## src/rtl/ipf_pkg.sv

```systemverilog
// Shared definitions for the in-loop post filter (IPF) block: image and LCU
// geometry, bus widths, feeder FSM state encoding and the bit layout of the
// 24-bit LCU parameter word. Used by the LCU feeder and by the filter.
package ipf_pkg;

  localparam int IPF_IMG_W = 128;  // image width/height in pixels
  localparam int IPF_LCU_W = 16;   // LCU edge in pixels
  localparam int IPF_N_LCU = 8;    // LCUs per image row/column

  localparam int IMG_AW = 14;      // image memory address width
  localparam int PRM_AW = 6;       // parameter table address width
  localparam int PRM_W  = 24;      // parameter word width
  localparam int PIX_W  = 8;       // pixel width
  localparam int LCU_CW = 3;       // LCU coordinate width

  // Parameter word layout: {type, band_pos, wo_class, offset}
  localparam int PRM_TYPE_LSB = 22;
  localparam int PRM_BAND_LSB = 17;
  localparam int PRM_WO_LSB   = 16;
  localparam int PRM_OFF_LSB  = 0;

  typedef enum logic [2:0] {
    ST_IDLE, ST_PFETCH, ST_PLOAD, ST_WAITB, ST_STREAM, ST_DONE
  } ipf_state_e;

  typedef struct packed {
    logic [1:0]  typ;
    logic [4:0]  band_pos;
    logic        wo_class;
    logic [15:0] offset;
  } ipf_prm_t;

  function automatic ipf_prm_t prm_unpack(input logic [PRM_W-1:0] w);
    ipf_prm_t p;
    p.typ      = w[PRM_TYPE_LSB +: 2];
    p.band_pos = w[PRM_BAND_LSB +: 5];
    p.wo_class = w[PRM_WO_LSB];
    p.offset   = w[PRM_OFF_LSB +: 16];
    return p;
  endfunction

endpackage

```

## src/rtl/ipf_lcu_feeder_if.sv

```systemverilog
// Feeder -> filter link: pixel stream with busy back-pressure, the current
// LCU's filter parameters and coordinates, and the end-of-image pulse.
//   master (feeder): drives in_en, din, ipf_*, lcu_*, done; samples busy.
//   slave  (filter): drives busy; samples the rest.
interface ipf_lcu_feeder_if;
  import ipf_pkg::*;

  logic              busy;
  logic              in_en;
  logic [PIX_W-1:0]  din;
  logic [1:0]        ipf_type;
  logic [4:0]        ipf_band_pos;
  logic              ipf_wo_class;
  logic [15:0]       ipf_offset;
  logic [LCU_CW-1:0] lcu_x;
  logic [LCU_CW-1:0] lcu_y;
  logic [1:0]        lcu_size;
  logic              done;

  modport master (
    input  busy,
    output in_en, din, ipf_type, ipf_band_pos, ipf_wo_class, ipf_offset,
           lcu_x, lcu_y, lcu_size, done
  );

  modport slave (
    output busy,
    input  in_en, din, ipf_type, ipf_band_pos, ipf_wo_class, ipf_offset,
           lcu_x, lcu_y, lcu_size, done
  );
endinterface

```

## src/rtl/ipf_pix_fifo.sv

```systemverilog
// Two-entry pixel prefetch buffer. The head entry is a register driven
// straight onto 'data', so the consumer never sees a combinational path
// from the write side.
//   clk, reset     : clock, async active-high reset (buffer empty, data 0)
//   push, wdata    : write one entry (caller guarantees not full or popping)
//   pop            : drop the head entry (caller guarantees not empty)
//   full, empty    : occupancy flags
//   data           : head entry
module ipf_pix_fifo #(
  parameter int DATA_W = 8
) (
  input  logic              clk,
  input  logic              reset,
  input  logic              push,
  input  logic              pop,
  input  logic [DATA_W-1:0] wdata,
  output logic              full,
  output logic              empty,
  output logic [DATA_W-1:0] data
);
  logic [DATA_W-1:0] tail_q;
  logic [1:0]        cnt_q;

  assign full  = (cnt_q == 2'd2);
  assign empty = (cnt_q == 2'd0);

  always_ff @(posedge clk or posedge reset) begin
    if (reset) begin
      data   <= '0;
      tail_q <= '0;
      cnt_q  <= '0;
    end else begin
      if (pop && cnt_q == 2'd2) begin
        data <= tail_q;
        if (push) tail_q <= wdata;
      end else if (pop || cnt_q == 2'd0) begin
        // head is free after this cycle: new data goes straight to head
        if (push) data <= wdata;
      end else if (push) begin
        tail_q <= wdata;
      end
      cnt_q <= cnt_q + 2'(push) - 2'(pop);
    end
  end
endmodule

```

## src/rtl/ipf_lcu_feeder.sv

```systemverilog
// Walks an image LCU by LCU in raster order (x fastest), loads each LCU's
// filter parameters, then streams its pixels (col fastest, then row) to the
// filter under busy back-pressure. Pixels are prefetched from a synchronous
// one-cycle-latency image memory into a 2-entry buffer.
//   clk, reset   : clock, async active-high reset
//   start        : one-cycle pulse, begins an image (ignored unless idle)
//   img_rd_addr  : image address, lcu_y*2048 + row*128 + lcu_x*16 + col
//   img_rd_data  : pixel returned one cycle after img_rd_addr
//   prm_rd_addr  : parameter table address, lcu_y*8 + lcu_x
//   prm_rd_data  : parameter word returned one cycle after prm_rd_addr
//   flt          : filter link (busy in; pixel stream, params, coords, done out)
module ipf_lcu_feeder
  import ipf_pkg::*;
#(
  parameter int IMG_W = IPF_IMG_W,
  parameter int LCU_W = IPF_LCU_W,
  parameter int N_LCU = IPF_N_LCU
) (
  input  logic              clk,
  input  logic              reset,
  input  logic              start,
  output logic [IMG_AW-1:0] img_rd_addr,
  input  logic [PIX_W-1:0]  img_rd_data,
  output logic [PRM_AW-1:0] prm_rd_addr,
  input  logic [PRM_W-1:0]  prm_rd_data,
  ipf_lcu_feeder_if.master  flt
);
  localparam int PW = $clog2(LCU_W);  // row/col index width

  ipf_state_e        state_q, state_d;
  logic [LCU_CW-1:0] lcu_x_q, lcu_y_q;
  logic [2*PW:0]     rd_cnt_q;   // next pixel to read; MSB set = all read
  logic [2*PW-1:0]   snt_cnt_q;  // pixels sent in this LCU
  logic              inflight_q; // read issued last cycle, data arrives now
  ipf_prm_t          prm_q;

  logic              fifo_full, fifo_empty;
  logic [PIX_W-1:0]  fifo_head;
  logic [1:0]        occ;
  logic              pop, room, issue;
  logic              last_pix, last_lcu;

  assign occ      = fifo_full ? 2'd2 : (fifo_empty ? 2'd0 : 2'd1);
  assign pop      = (state_q == ST_STREAM) && !flt.busy && !fifo_empty;
  // Occupancy counted after this cycle's pop, so a pop frees a slot for a
  // read in the same cycle and the pipe sustains one pixel per cycle.
  assign room     = !rd_cnt_q[2*PW] &&
                    ((3'(occ) + 3'(inflight_q)) < (3'd2 + 3'(pop)));
  assign last_pix = &snt_cnt_q;
  assign last_lcu = (lcu_x_q == LCU_CW'(N_LCU-1)) &&
                    (lcu_y_q == LCU_CW'(N_LCU-1));

  assign img_rd_addr = IMG_AW'(int'(lcu_y_q) * LCU_W * IMG_W +
                               int'(rd_cnt_q[2*PW-1:PW]) * IMG_W +
                               int'(lcu_x_q) * LCU_W +
                               int'(rd_cnt_q[PW-1:0]));
  assign prm_rd_addr = PRM_AW'(int'(lcu_y_q) * N_LCU + int'(lcu_x_q));

  always_comb begin
    state_d = state_q;
    issue   = 1'b0;
    case (state_q)
      ST_IDLE:   if (start) state_d = ST_PFETCH;
      ST_PFETCH: state_d = ST_PLOAD;
      ST_PLOAD:  state_d = ST_WAITB;
      ST_WAITB: begin
        issue = room;
        if (!flt.busy) state_d = ST_STREAM;
      end
      ST_STREAM: begin
        issue = room;
        if (pop && last_pix) state_d = last_lcu ? ST_DONE : ST_PFETCH;
      end
      ST_DONE:   state_d = ST_IDLE;
      default:   state_d = ST_IDLE;
    endcase
  end

  always_ff @(posedge clk or posedge reset) begin
    if (reset) begin
      state_q    <= ST_IDLE;
      lcu_x_q    <= '0;
      lcu_y_q    <= '0;
      rd_cnt_q   <= '0;
      snt_cnt_q  <= '0;
      inflight_q <= 1'b0;
      prm_q      <= '0;
    end else begin
      state_q    <= state_d;
      inflight_q <= issue;
      if (issue) rd_cnt_q  <= rd_cnt_q + 1'b1;
      if (pop)   snt_cnt_q <= snt_cnt_q + 1'b1;
      if (state_q == ST_PLOAD) prm_q <= prm_unpack(prm_rd_data);
      // Coordinates move only once the LCU's last pixel has left.
      if (pop && last_pix) begin
        rd_cnt_q <= '0;
        if (lcu_x_q == LCU_CW'(N_LCU-1)) begin
          lcu_x_q <= '0;
          lcu_y_q <= lcu_y_q + 1'b1;
        end else begin
          lcu_x_q <= lcu_x_q + 1'b1;
        end
      end
      if (state_q == ST_DONE) begin
        lcu_x_q <= '0;
        lcu_y_q <= '0;
      end
    end
  end

  ipf_pix_fifo #(.DATA_W(PIX_W)) u_fifo (
    .clk   (clk),
    .reset (reset),
    .push  (inflight_q),
    .pop   (pop),
    .wdata (img_rd_data),
    .full  (fifo_full),
    .empty (fifo_empty),
    .data  (fifo_head)
  );

  assign flt.in_en        = pop;
  assign flt.din          = fifo_head;
  assign flt.ipf_type     = prm_q.typ;
  assign flt.ipf_band_pos = prm_q.band_pos;
  assign flt.ipf_wo_class = prm_q.wo_class;
  assign flt.ipf_offset   = prm_q.offset;
  assign flt.lcu_x        = lcu_x_q;
  assign flt.lcu_y        = lcu_y_q;
  assign flt.lcu_size     = 2'd0;
  assign flt.done         = (state_q == ST_DONE);
endmodule
```

## src/flat_wrapper.sv

```systemverilog
// flat-port wrapper written by rule: the top's interface ports become plain ports
module ipf_lcu_feeder_flat import ipf_pkg::*;
#(
  parameter int IMG_W = IPF_IMG_W,
  parameter int LCU_W = IPF_LCU_W,
  parameter int N_LCU = IPF_N_LCU
)
  (clk, reset, start, img_rd_addr, img_rd_data, prm_rd_addr, prm_rd_data, flt_busy, flt_in_en, flt_din, flt_ipf_type, flt_ipf_band_pos, flt_ipf_wo_class, flt_ipf_offset, flt_lcu_x, flt_lcu_y, flt_lcu_size, flt_done);
  ipf_lcu_feeder_if flt_i ();
  input  logic clk;
  input  logic reset;
  input  logic start;
  output logic [IMG_AW-1:0] img_rd_addr;
  input  logic [PIX_W-1:0] img_rd_data;
  output logic [PRM_AW-1:0] prm_rd_addr;
  input  logic [PRM_W-1:0] prm_rd_data;
  input wire logic [$bits(flt_i.busy)-1:0] flt_busy;
  output wire logic [$bits(flt_i.in_en)-1:0] flt_in_en;
  output wire logic [$bits(flt_i.din)-1:0] flt_din;
  output wire logic [$bits(flt_i.ipf_type)-1:0] flt_ipf_type;
  output wire logic [$bits(flt_i.ipf_band_pos)-1:0] flt_ipf_band_pos;
  output wire logic [$bits(flt_i.ipf_wo_class)-1:0] flt_ipf_wo_class;
  output wire logic [$bits(flt_i.ipf_offset)-1:0] flt_ipf_offset;
  output wire logic [$bits(flt_i.lcu_x)-1:0] flt_lcu_x;
  output wire logic [$bits(flt_i.lcu_y)-1:0] flt_lcu_y;
  output wire logic [$bits(flt_i.lcu_size)-1:0] flt_lcu_size;
  output wire logic [$bits(flt_i.done)-1:0] flt_done;
  assign flt_i.busy = flt_busy;
  assign flt_in_en = flt_i.in_en;
  assign flt_din = flt_i.din;
  assign flt_ipf_type = flt_i.ipf_type;
  assign flt_ipf_band_pos = flt_i.ipf_band_pos;
  assign flt_ipf_wo_class = flt_i.ipf_wo_class;
  assign flt_ipf_offset = flt_i.ipf_offset;
  assign flt_lcu_x = flt_i.lcu_x;
  assign flt_lcu_y = flt_i.lcu_y;
  assign flt_lcu_size = flt_i.lcu_size;
  assign flt_done = flt_i.done;
  ipf_lcu_feeder #(.IMG_W(IMG_W), .LCU_W(LCU_W), .N_LCU(N_LCU)) u_core (.clk(clk), .reset(reset), .start(start), .img_rd_addr(img_rd_addr), .img_rd_data(img_rd_data), .prm_rd_addr(prm_rd_addr), .prm_rd_data(prm_rd_data), .flt(flt_i));
endmodule
```

## config.mk

```make
export PLATFORM = sky130hd
export DESIGN_NAME = ipf_lcu_feeder_flat
export DESIGN_NICKNAME = d
export VERILOG_FILES = /design/src/rtl/ipf_pkg.sv /design/src/rtl/ipf_lcu_feeder_if.sv /design/src/rtl/ipf_pix_fifo.sv /design/src/rtl/ipf_lcu_feeder.sv /design/src/flat_wrapper.sv
export SDC_FILE = /design/constraint.sdc
export NUM_CORES = 1
export LEC_CHECK = 0
export BUFFER_PORTS_ARGS = -buffer_cell sky130_fd_sc_hd__buf_2
export CAP_MARGIN = 20
export CORE_AREA = 8 8 102 81
export CTS_CLUSTER_SIZE = 24
export DETAILED_ROUTE_END_ITERATION = 10
export DIE_AREA = 0 0 110 89
export GPL_ROUTABILITY_DRIVEN = 0
export GPL_TIMING_DRIVEN = 0
export HOLD_SLACK_MARGIN = 0.06
export PLACE_DENSITY_LB_ADDON = 0.3
export SYNTH_ARGS = -nofsm -noshare
export SYNTH_HDL_FRONTEND = slang
export SYNTH_SLANG_ARGS = --single-unit
```

## constraint.sdc

```tcl
create_clock -name clk -period 3 [get_ports clk]
set_input_delay 0.3 -clock clk [delete_from_list [all_inputs] [get_ports clk]]
set_output_delay 0.3 -clock clk [all_outputs]
set_load 0.02 [all_outputs]
```

==> metrics.txt <==
run status finished clean; worst path cell trace buf_4 -> or4b_4 -> nor2_1 -> buf_2; fmax 412 MHz; P per Cell Area 819 mW/mm^2; Slew @ Worst Pin 820 ps; Die ar. 0.00979 mm^2; die width 110 um; Area Overhead vs Synth 24.7%; critical path's largest stage delay 530 ps; Synth Area per Inst 12.4 um^2; CTS tree yes; smallest hold slack between 100 and 150 ps; layout cells sized above 1 0.508; Critical Path Sink Type primary output; clk root buf clkbuf_8; Mapped Cells 270; initial drt markers 74; Worst-Skew Late Latency 340 ps; Clock Tree Buf Depth 2; n_diodes 0; FF-to-FF setup slack 620 ps; Worst EP required approximately 2700 ps; CP Launch Point u_core.state_q[1]$_DFFE_PP0P_; share of flip-flops with an asynchronous set or reset 1.00; most used routing layer met2; Max VDD drop 358 uV; most common cell in the netlist dfrtp_1; Detail Route Antenna Nets 0; I/O Buffers 95; met2 Track Usage GR 0.241; Setup TNS 0 ps; CTS Buf Count 9; Post-synth EDFFs 0; IO Pins 98; antenna violations before repair 0; post-synth cell types 44; Final Skew 7.49 ps; Post-layout nets 422; Remaining Overflow, GRT 0; worst hold path class input port to asynchronous set/reset pin; all-layer global routing usage 0.152; Yosys top cell by area dfrtp_1; Starting Density 0.506; postcts setup bufs 0; Setup CP Type flip-flop to primary output; Fillers 538; mapped cell area 0.00334 mm^2; largest net degree at the start of global routing 70; Final Core Density 0.631; FP Rows 26; average wire per standard cell 15.2 um; Synth Register Bits just under 70; Power Total 3.42 mW; largest cells by area after synthesis dfrtp_1, mux2_2, buf_4; Finished Layout Cells 466; CTS clk-pin slew, worst paths 70 ps; via count 2415; CP max FO 10; RR Startpoint u_core.state_q[1]$_DFFE_PP0P_; crit share post-route 0.808; post-synth top area share 0.516; sequential area share after synthesis 0.516; vias in the first global route 2446; Initial DRT Pass Iterations 4; RSZ-0062 raised after global routing no; family with the most delay on the worst path simple AND/OR/NAND/NOR gates; M3 GR Usage 0.0526; Critical Path AT 2120 ps; Hold Buf Count CTS 0; max_cap viols 0; Buf+Inv Stages, Crit Path 2; Commonest cells post-synth dfrtp_1, mux2_2, buf_4, a21oi_1, o21ai_0; max-slew violation count 0; Die Y 89 um; clk sinks between 60 and 70; R2R cell count 8; GR Layer Usage met1 0.187; CP startpoint kind flip-flop; R2R Path End u_core.u_fifo.cnt_q[1]$_DFF_PP0_; first-pass GRT wire length 11700 um; Routed WL 7080 um; H-Tree Depth 3; Fin. Hold Viols 0; cell at the slowest stage of the critical path or4b_4; DRC Markers 0; fin crit period around 2400 ps; DPL Wire Length 5180 um; worst relative slew slack 0.452; DP Cell Count 450; Post-synth top flop dfrtp_1; Pleak 2.01 nW; Post-CTS Resized 0; DR vias/cell 5.18; yosys warns 0; Core Region 0.00660 mm^2; # setup viols final 0
-- sequential cells by signal, summed over array words and instances (netlist names) --
signal,cells
u_core.flt.ipf_band_pos,5
u_core.flt.ipf_offset,16
u_core.flt.ipf_type,2
u_core.flt.ipf_wo_class,1
u_core.flt.lcu_x,3
u_core.flt.lcu_y,3
u_core.inflight_q,1
u_core.rd_cnt_q,9
u_core.snt_cnt_q,8
u_core.state_q,3
u_core.u_fifo.cnt_q,2
u_core.u_fifo.data,8
u_core.u_fifo.tail_q,8
-- worst max-delay path by stage --
stage / to / slack, ps / cells past startpoint
floorplan: u_core.u_fifo.cnt_q[1]$_DFF_PP0_ / 590 / 8
global placement: u_core.rd_cnt_q[4]$_DFFE_PP0P_ / 130 / 2
detailed placement: u_core.u_fifo.cnt_q[1]$_DFF_PP0_ / 620 / 8
CTS: flt_in_en / 550 / 4
global route: flt_in_en / 440 / 4
finish: flt_in_en / 580 / 4
-- power by group --
part | switching (mW) | total (mW) | internal, mW
Sequential | 0.139 | 1.33 | 1.19
Combinational | 0.651 | 1.19 | 0.538
Clock | 0.328 | 0.902 | 0.574
-- area by class of cell --
class / instances / area, um^2 / area share
clock inverter: 4 / 95.1 / 0.0228
clock buffer: 12 / 145 / 0.0348
multi-input combinational: 165 / 1380 / 0.330
buffer: 31 / 221 / 0.0531
timing repair buffer: 95 / 475 / 0.114
sequential: 69 / 1730 / 0.414
tap: 84 / 105 / 0.0252
inverter: 6 / 25.0 / 0.00600
-- logic make-up (layout without fill, tap and decap cells) --
group,Yosys count,in the layout,synth area share
buffers and inverters,37,148,0.0730
adders and majority gates,9,9,0.0337
AOI/OAI and AO/OA,37,37,0.0707
other,1,2,0.00112
muxes,52,52,0.174
DFF,69,69,0.516
and+or+nand+nor,56,56,0.107
xor gates and xnor gates,9,9,0.0236
-- per-layer routing --
metal / up-vias / routed length [um]
met3: 11 / 746
li1: 1172 / -
met4: 0 / 100
met5: - / 0
met1: 1143 / 3030
met2: 89 / 3200
-- metrics by stage --
stage	cell area (um^2)	worst slack (ps)
5_1_grt	4170	442
3_5_place_dp	3930	618
2_1_floorplan	3350	591
6_report	4170	575
3_3_place_gp	3930	126
4_1_cts	4170	549
-- placed cells by master, fill, tap and decap left out, drive strengths merged, types with 3 or more instances in the layout --
master and instances:
o21ai 12, xnor2 8, and3 3, or4 5
nor4 3, ha 9, bufinv 3, clkbuf 17
o31ai 3, nand4 7, nor2 8, dfrtp 69
buf 121, mux2i 3, a21oi 13, mux2 49
inv 6, nand3 8, nand2 5, a21o 3
Note: power is estimated with default switching activity, not from simulation.
